### src/rtl/instr_fetch_queue.sv
// instr_fetch_queue
//   Fetch stage ahead of decode. Owns the fetch PC and issues in-order word
//   reads to instruction memory. Returned words are buffered with their PC in
//   a DEPTH-entry circular queue and handed downstream over valid/ready.
//   A redirect flushes the queue and restarts fetch at the target. Responses
//   for requests issued before the redirect are counted and dropped.
// Ports
//   clk_i, rst_i                 clock, synchronous active-low reset
//   mem_req_o/addr_o/gnt_i       request channel (transfer on req & gnt)
//   mem_rvalid_i/rdata_i         in-order read responses
//   redirect_i/redirect_pc_i     flush and restart fetch
//   instr_o/pc_o/pc4_o/valid_o   queue head, valid when the queue is non-empty
//   ready_i                      consumer takes the head on valid_o & ready_i
module instr_fetch_queue #(
  parameter int          DEPTH    = 4,
  parameter logic [31:0] RESET_PC = 32'h0000_0000
) (
  input  logic        clk_i,
  input  logic        rst_i,
  output logic        mem_req_o,
  output logic [31:0] mem_addr_o,
  input  logic        mem_gnt_i,
  input  logic        mem_rvalid_i,
  input  logic [31:0] mem_rdata_i,
  input  logic        redirect_i,
  input  logic [31:0] redirect_pc_i,
  output logic [31:0] instr_o,
  output logic [31:0] pc_o,
  output logic [31:0] pc4_o,
  output logic        valid_o,
  input  logic        ready_i
);

  localparam int AW = (DEPTH > 1) ? $clog2(DEPTH) : 1;
  localparam int CW = AW + 1;   // counters reach DEPTH itself

  logic [31:0]   fetch_pc_q, resp_pc_q;
  logic [31:0]   instr_q [DEPTH];
  logic [31:0]   pcq_q   [DEPTH];
  logic [AW-1:0] rd_ptr_q, wr_ptr_q;
  logic [CW-1:0] count_q, outst_q, disc_q;

  logic [CW:0]   credits;
  logic          fire, pop, rsp_drop, rsp_push, rsp_any;
  logic [31:0]   redir_pc;

  // Every slot is reserved at issue time: queued + in flight + stale <= DEPTH,
  // so a push can never find the queue full.
  assign credits   = {1'b0, count_q} + {1'b0, outst_q} + {1'b0, disc_q};
  // rst_i gates the request so nothing is issued while reset is asserted.
  assign mem_req_o = rst_i & ~redirect_i & (credits < (CW+1)'(DEPTH));
  assign mem_addr_o = fetch_pc_q;
  assign fire      = mem_req_o & mem_gnt_i;

  assign valid_o = (count_q != '0);
  assign instr_o = instr_q[rd_ptr_q];
  assign pc_o    = pcq_q[rd_ptr_q];
  assign pc4_o   = pcq_q[rd_ptr_q] + 32'd4;
  assign pop     = valid_o & ready_i;

  // Stale responses are consumed first; a response with nothing pending is
  // a protocol error and is ignored.
  assign rsp_drop = mem_rvalid_i & (disc_q != '0);
  assign rsp_push = mem_rvalid_i & (disc_q == '0) & (outst_q != '0);
  assign rsp_any  = mem_rvalid_i & ((disc_q != '0) | (outst_q != '0));
  assign redir_pc = redirect_pc_i & ~32'h3;

  always_ff @(posedge clk_i) begin
    if (!rst_i) begin
      fetch_pc_q <= RESET_PC;
      resp_pc_q  <= RESET_PC;
      rd_ptr_q   <= '0;
      wr_ptr_q   <= '0;
      count_q    <= '0;
      outst_q    <= '0;
      disc_q     <= '0;
      for (int i = 0; i < DEPTH; i++) begin
        instr_q[i] <= '0;
        pcq_q[i]   <= '0;
      end
    end else if (redirect_i) begin
      fetch_pc_q <= redir_pc;
      resp_pc_q  <= redir_pc;
      rd_ptr_q   <= '0;
      wr_ptr_q   <= '0;
      count_q    <= '0;
      outst_q    <= '0;
      // Everything still in flight becomes stale; a response landing in this
      // very cycle retires one of them immediately.
      disc_q     <= disc_q + outst_q - CW'(rsp_any);
    end else begin
      if (fire) fetch_pc_q <= fetch_pc_q + 32'd4;
      outst_q <= outst_q + CW'(fire) - CW'(rsp_push);
      disc_q  <= disc_q - CW'(rsp_drop);
      if (rsp_push) begin
        instr_q[wr_ptr_q] <= mem_rdata_i;
        pcq_q[wr_ptr_q]   <= resp_pc_q;
        wr_ptr_q          <= wr_ptr_q + 1'b1;
        resp_pc_q         <= resp_pc_q + 32'd4;
      end
      if (pop) rd_ptr_q <= rd_ptr_q + 1'b1;
      count_q <= count_q + CW'(rsp_push) - CW'(pop);
    end
  end

endmodule

### config.mk
export PLATFORM = sky130hd
export DESIGN_NAME = instr_fetch_queue
export DESIGN_NICKNAME = d
export VERILOG_FILES = /design/src/rtl/instr_fetch_queue.sv
export SDC_FILE = /design/constraint.sdc
export NUM_CORES = 1
export LEC_CHECK = 0
export CORE_AREA = 2 2 222 180
export DETAILED_ROUTE_END_ITERATION = 16
export DIE_AREA = 0 0 224 182
export GPL_TIMING_DRIVEN = 0
export SYNTH_ARGS = -nofsm -noshare
export SYNTH_HDL_FRONTEND = slang
export SYNTH_SLANG_ARGS = --single-unit
### constraint.sdc
create_clock -name clk_i -period 17.9 [get_ports clk_i]
set_input_delay 3.58 -clock clk_i [delete_from_list [all_inputs] [get_ports clk_i]]
set_output_delay 3.58 -clock clk_i [all_outputs]
set_load 0.01 [all_outputs]
Yosys cells after proc, flatten, opt, wreduce, memory -nomap -nowiden:

Memories as Yosys holds them, arrays and structs flattened. A register that Yosys moved wholly into a read port is not among the register bits.
Cells that the tools add are included.

* register bits: 77
* bits in latches: 0
* memory bits (writable): 256
* bits in read-only memories: 0
* word-level logic and storage cells: 66
* memories: 2

Memory list
* instr_q: words 4, bits a word 32, rd ports 1, clocked after memory_dff 1, write ports 4, line 38 `logic [31:0] instr_q [DEPTH];`
* pcq_q: words 4, bits a word 32, rd ports 1, clocked after memory_dff 1, write ports 4, line 39 `logic [31:0] pcq_q [DEPTH];`

* add/sub/neg operators: 14
* $mul: 0
* divide/modulo/power cells: 0
* $lt $le $gt $ge: 1
* equal/unequal tests: 0
* shift-type cells: 0
* multiplexer cells: 20
* bitwise gates (word level): 11
* reductions and logical operators: 9

Operators with widths (number)
* $mux 32: 6
* $add 32x3->32 const B: 3
* $reduce_or 32->1: 2
* $mux 2: 6
* $sub 3x1->3: 4
* $reduce_bool 3->1: 3
* $and 1x1->1: 8
* $mux 1: 7
* $add 3x1->3: 2
* $add 2x1->2 const B: 2
* $add 3x3->4: 1
* $add 4x3->4: 1
* $lt 4x3->1 const B: 1
* $reduce_bool 2->1: 2
* $add 3x3->3: 1
* $logic_not 3->1: 1
* $mux 3: 1
* $not 1->1: 2
* $reduce_or 2->1: 1
* $or 1x1->1: 1

Depth between registers and ports, before layout:

* word-level depth: 9
* mapped depth: 16
* mapped depth without buffers: 14

Worst setup path before layout:

No wires, ideal clock.

* path kind: in2reg
* start point: input redirect_i
* end point: memory instr_q[1][0], enable pin
* arrival: 8614 ps
* setup slack: 8712 ps
* stages: 3
* path through: clkbuf_1 > clkbuf_1 > o31ai_1

RTL lines
* start: declaration: line 25 `input logic redirect_i,`
* end: declaration: line 38

Worst setup path after layout:

* start point: input rst_i
* end point: output mem_req_o

* longest elaborated chain between the ends: 2

RTL lines
* start: declaration: line 19 `input logic rst_i,`
* $and 1x1->1 (2 in series): line 51 `assign mem_req_o = rst_i & ~redirect_i & (credits < (CW+1)'(DEPTH));`
* end: declaration: line 20 `output logic mem_req_o,`

No other way between the ends.

==> results.md <==
- Setup bufs post-CTS: 0
- Finished Layout Cells: 2047
- Crit-path cells: clkbuf_1 -> nor2b_1 -> and3_1 -> clkdlybuf4s50_1
- RePlAce Congestion: 0.895
- Hold WS: 0.525 ns
- Static Leak: 7.07 nW
- Multi-input logic area: 5660 µm²
- Pins Over Slew Limit: 0
- Clock Sinks: 323
- Pin count of the biggest net entering global routing: 52
- Drt pass-1 iters: 5
- Worst-path clk slew: 0.06 ns
- Rel. slew slack: 41.6%
- Antenna violations before repair: 1
- Vias in the first global route: 10900
- Distinct cells, synth: 62
- Worst setup EP type: output pin
- Setup TNS: 0 ns
- Final core occ: 49.7%
- CTS Buf Count: 37
- Mapped Cells: 1271
- Worst setup margin: 8.93 ns
- NumNets Final: 1606
- Synth area leader: edfxtp_1
- Delay-heaviest family, CP: buffers and inverters
- # rows: 65
- Status: complete, no violations
- HP Class: flop to flop
- I/O Pins: 200
- Final wirelength: 41.5 mm
- Area Overhead vs Synth: 26.6%
- Synth area leaders: edfxtp_1 (49%), dfxtp_1 (9.9%), mux4_2 (7.7%), nor2_1 (4.3%), and2_1 (3.0%)
- GRT Overall Usage: 20.6%
- RSZ-0062 raised after global routing: false
- CP Buf/Inv Count: 2
- Synth Register Bits: 323
- Placed wire-length estimate: 29.1 mm
- Max Freq: 111 MHz
- Initial DRC Count: 845
- Post-synth top area share: 48.9%
- Die width: 224 µm
- Crit-path max FO: 8
- Post-route ant nets: 0
- Worst path arrival time: 5.39 ns
- Root Driver: clkbuf_16
- Startpoint types: primary input
- Detail-routed via count per cell: 5.32
- Die ar.: 40800 µm²
- Cell area after synthesis: 15200 µm²
- Cell count after placement: 1979
- GR Overflow Total: 0
- Post-CTS sizing: 0
- Slowest CP cell: nor2b_1
- Final Hold Viols: 0
- Finished layout cell area: 19300 µm²
- CTS tree: yes
- Max Cap Viol: 0
- Commonest non-fill, non-tap cell in the layout: edfxtp_1
- Worst slew pin tran: 0.873 ns
- Commonest non-fill, non-tap cells in the layout: edfxtp_1 (248), clkdlybuf4s50_1 (190), nor2_1 (173)
- # H-tree levels: 2
- Synthesized area per cell: 12.0 µm²
- DRC: 0
- Reg-to-reg slack, setup: 13.65 ns
- Via count: 10900
- Tmin final: 8.97 ns
- Hold buffer count at cts: 0
- Initial core utilization: 39.3%
- Most used DFF post-synth: edfxtp_1
- PnR Total Power: 1.75 mW
- Die height: 182 µm
- Sequential fraction of the synthesis area: 58.7%
- Global-route wire length before repair: 64.7 mm
- Final setup vio count: 0
- Max clock buf depth: 3
- PortBufs: 190
- Max VDD drop: 0.0587 mV
- Power Density: 90.9 nW/µm²
- Critical Path RT: 14.32 ns
- Layout cells sized above 1: 10.8%
- Number of flops mapped to enable cells by yosys: 248
- CP max stage delay: 0.63 ns
- Register area: 8950 µm²
- Clock Skew: 0.0126 ns
- Kind of critical path: primary input to output pin
- Fillers: 3445
- Core region area: 38800 µm²
- Ys Warns: 0
- Drt wl/cell: 20.3 µm
- Async SR Flop Fraction: 0%
- Cell area after placement: 18100 µm²
- Final Cycle Share: 50.1%
- Pre-CTS setup slack: 8.95 ns
- Worst-Skew Late Latency: 0.52 ns
## report_power, final
| group | switching, mW | total [mW] | internal, mW |
|---|---|---|---|
| clock network | 0.293 | 0.738 | 0.445 |
| registers | 0.0242 | 0.860 | 0.836 |
| logic | 0.0808 | 0.155 | 0.0747 |
| total | 0.398 | 1.75 | 1.35 |
## Yosys cell counts, drive strengths merged (3+ instances only)
cell,count
nand4,29
fa,6
a22oi,3
o31ai,7
xor2,27
and3,11
xnor2,38
dfxtp,75
nor4,14
nand4b,4
and2,73
nor3,12
nand3,30
mux4,62
nor2,173
a31oi,24
or4,9
or2,4
buf,28
a211oi,10
o21ai,35
inv,86
a311oi,3
nand3b,4
a21oi,29
ha,13
mux2,4
edfxtp,248
or3,12
o211ai,3
and4,7
nand2,116
clkbuf,50
nand2b,5
## worst paths after layout
check | start | end | cells after the start
worst max-delay path | rst_i | mem_req_o | 4
worst min-delay path | mem_addr_o[3] | mem_addr_o[3] | 2
worst max register to register | outst_q[1] | outst_q[2] | 16
worst min register to register | mem_addr_o[3] | mem_addr_o[3] | 2
## state kept, by name, summed over array words and instances, names as in the netlist, named ones only
register	count
outst_q	3
count_q	3
resp_pc_q	30
wr_ptr_q	2
instr_q	128
pcq_q	120
rd_ptr_q	2
mem_addr_o	30
disc_q	3
## area by class of cell
class / count / share of cell area [%]
inverter: 86 / 1.67
tap: 502 / 3.26
antenna: 1 / 0.0130
multi-input combinational: 789 / 29.4
sequential: 323 / 46.4
clock buffer: 54 / 5.77
buffer: 78 / 1.90
clock inverter: 12 / 0.448
timing repair buffer: 202 / 11.1
## per-layer routing
layer	track usage (%)	share of wire, %	vias up
li1	-	-	5078
met1	30.8	47	5379
met2	31.3	44	381
met3	3.19	6.9	54
met4	5.44	1.9	0
met5	0	0	-
## cells by family after synthesis
group / count (synthesis) / synth area share, %
AOI/OAI and AO/OA: 128 / 5.18
xor gates and xnor gates: 65 / 3.74
adders and majority gates: 19 / 1.86
buffers and inverters: 164 / 4.53
DFF: 323 / 58.7
muxes: 66 / 9.71
other: 1 / 0.0246
and+or+nand+nor: 505 / 16.2
## worst register-to-register path, delay by kind of cell, from the launching register on
| family | cells | cell delay, ns |
|---|---|---|
| adders and majority gates | 5 | 1.60 |
| buffers and inverters | 5 | 1.06 |
| DFF | 1 | 0.43 |
| xor gates and xnor gates | 3 | 0.49 |
| and+or+nand+nor | 3 | 0.55 |
(Power assumes the default switching activity.)
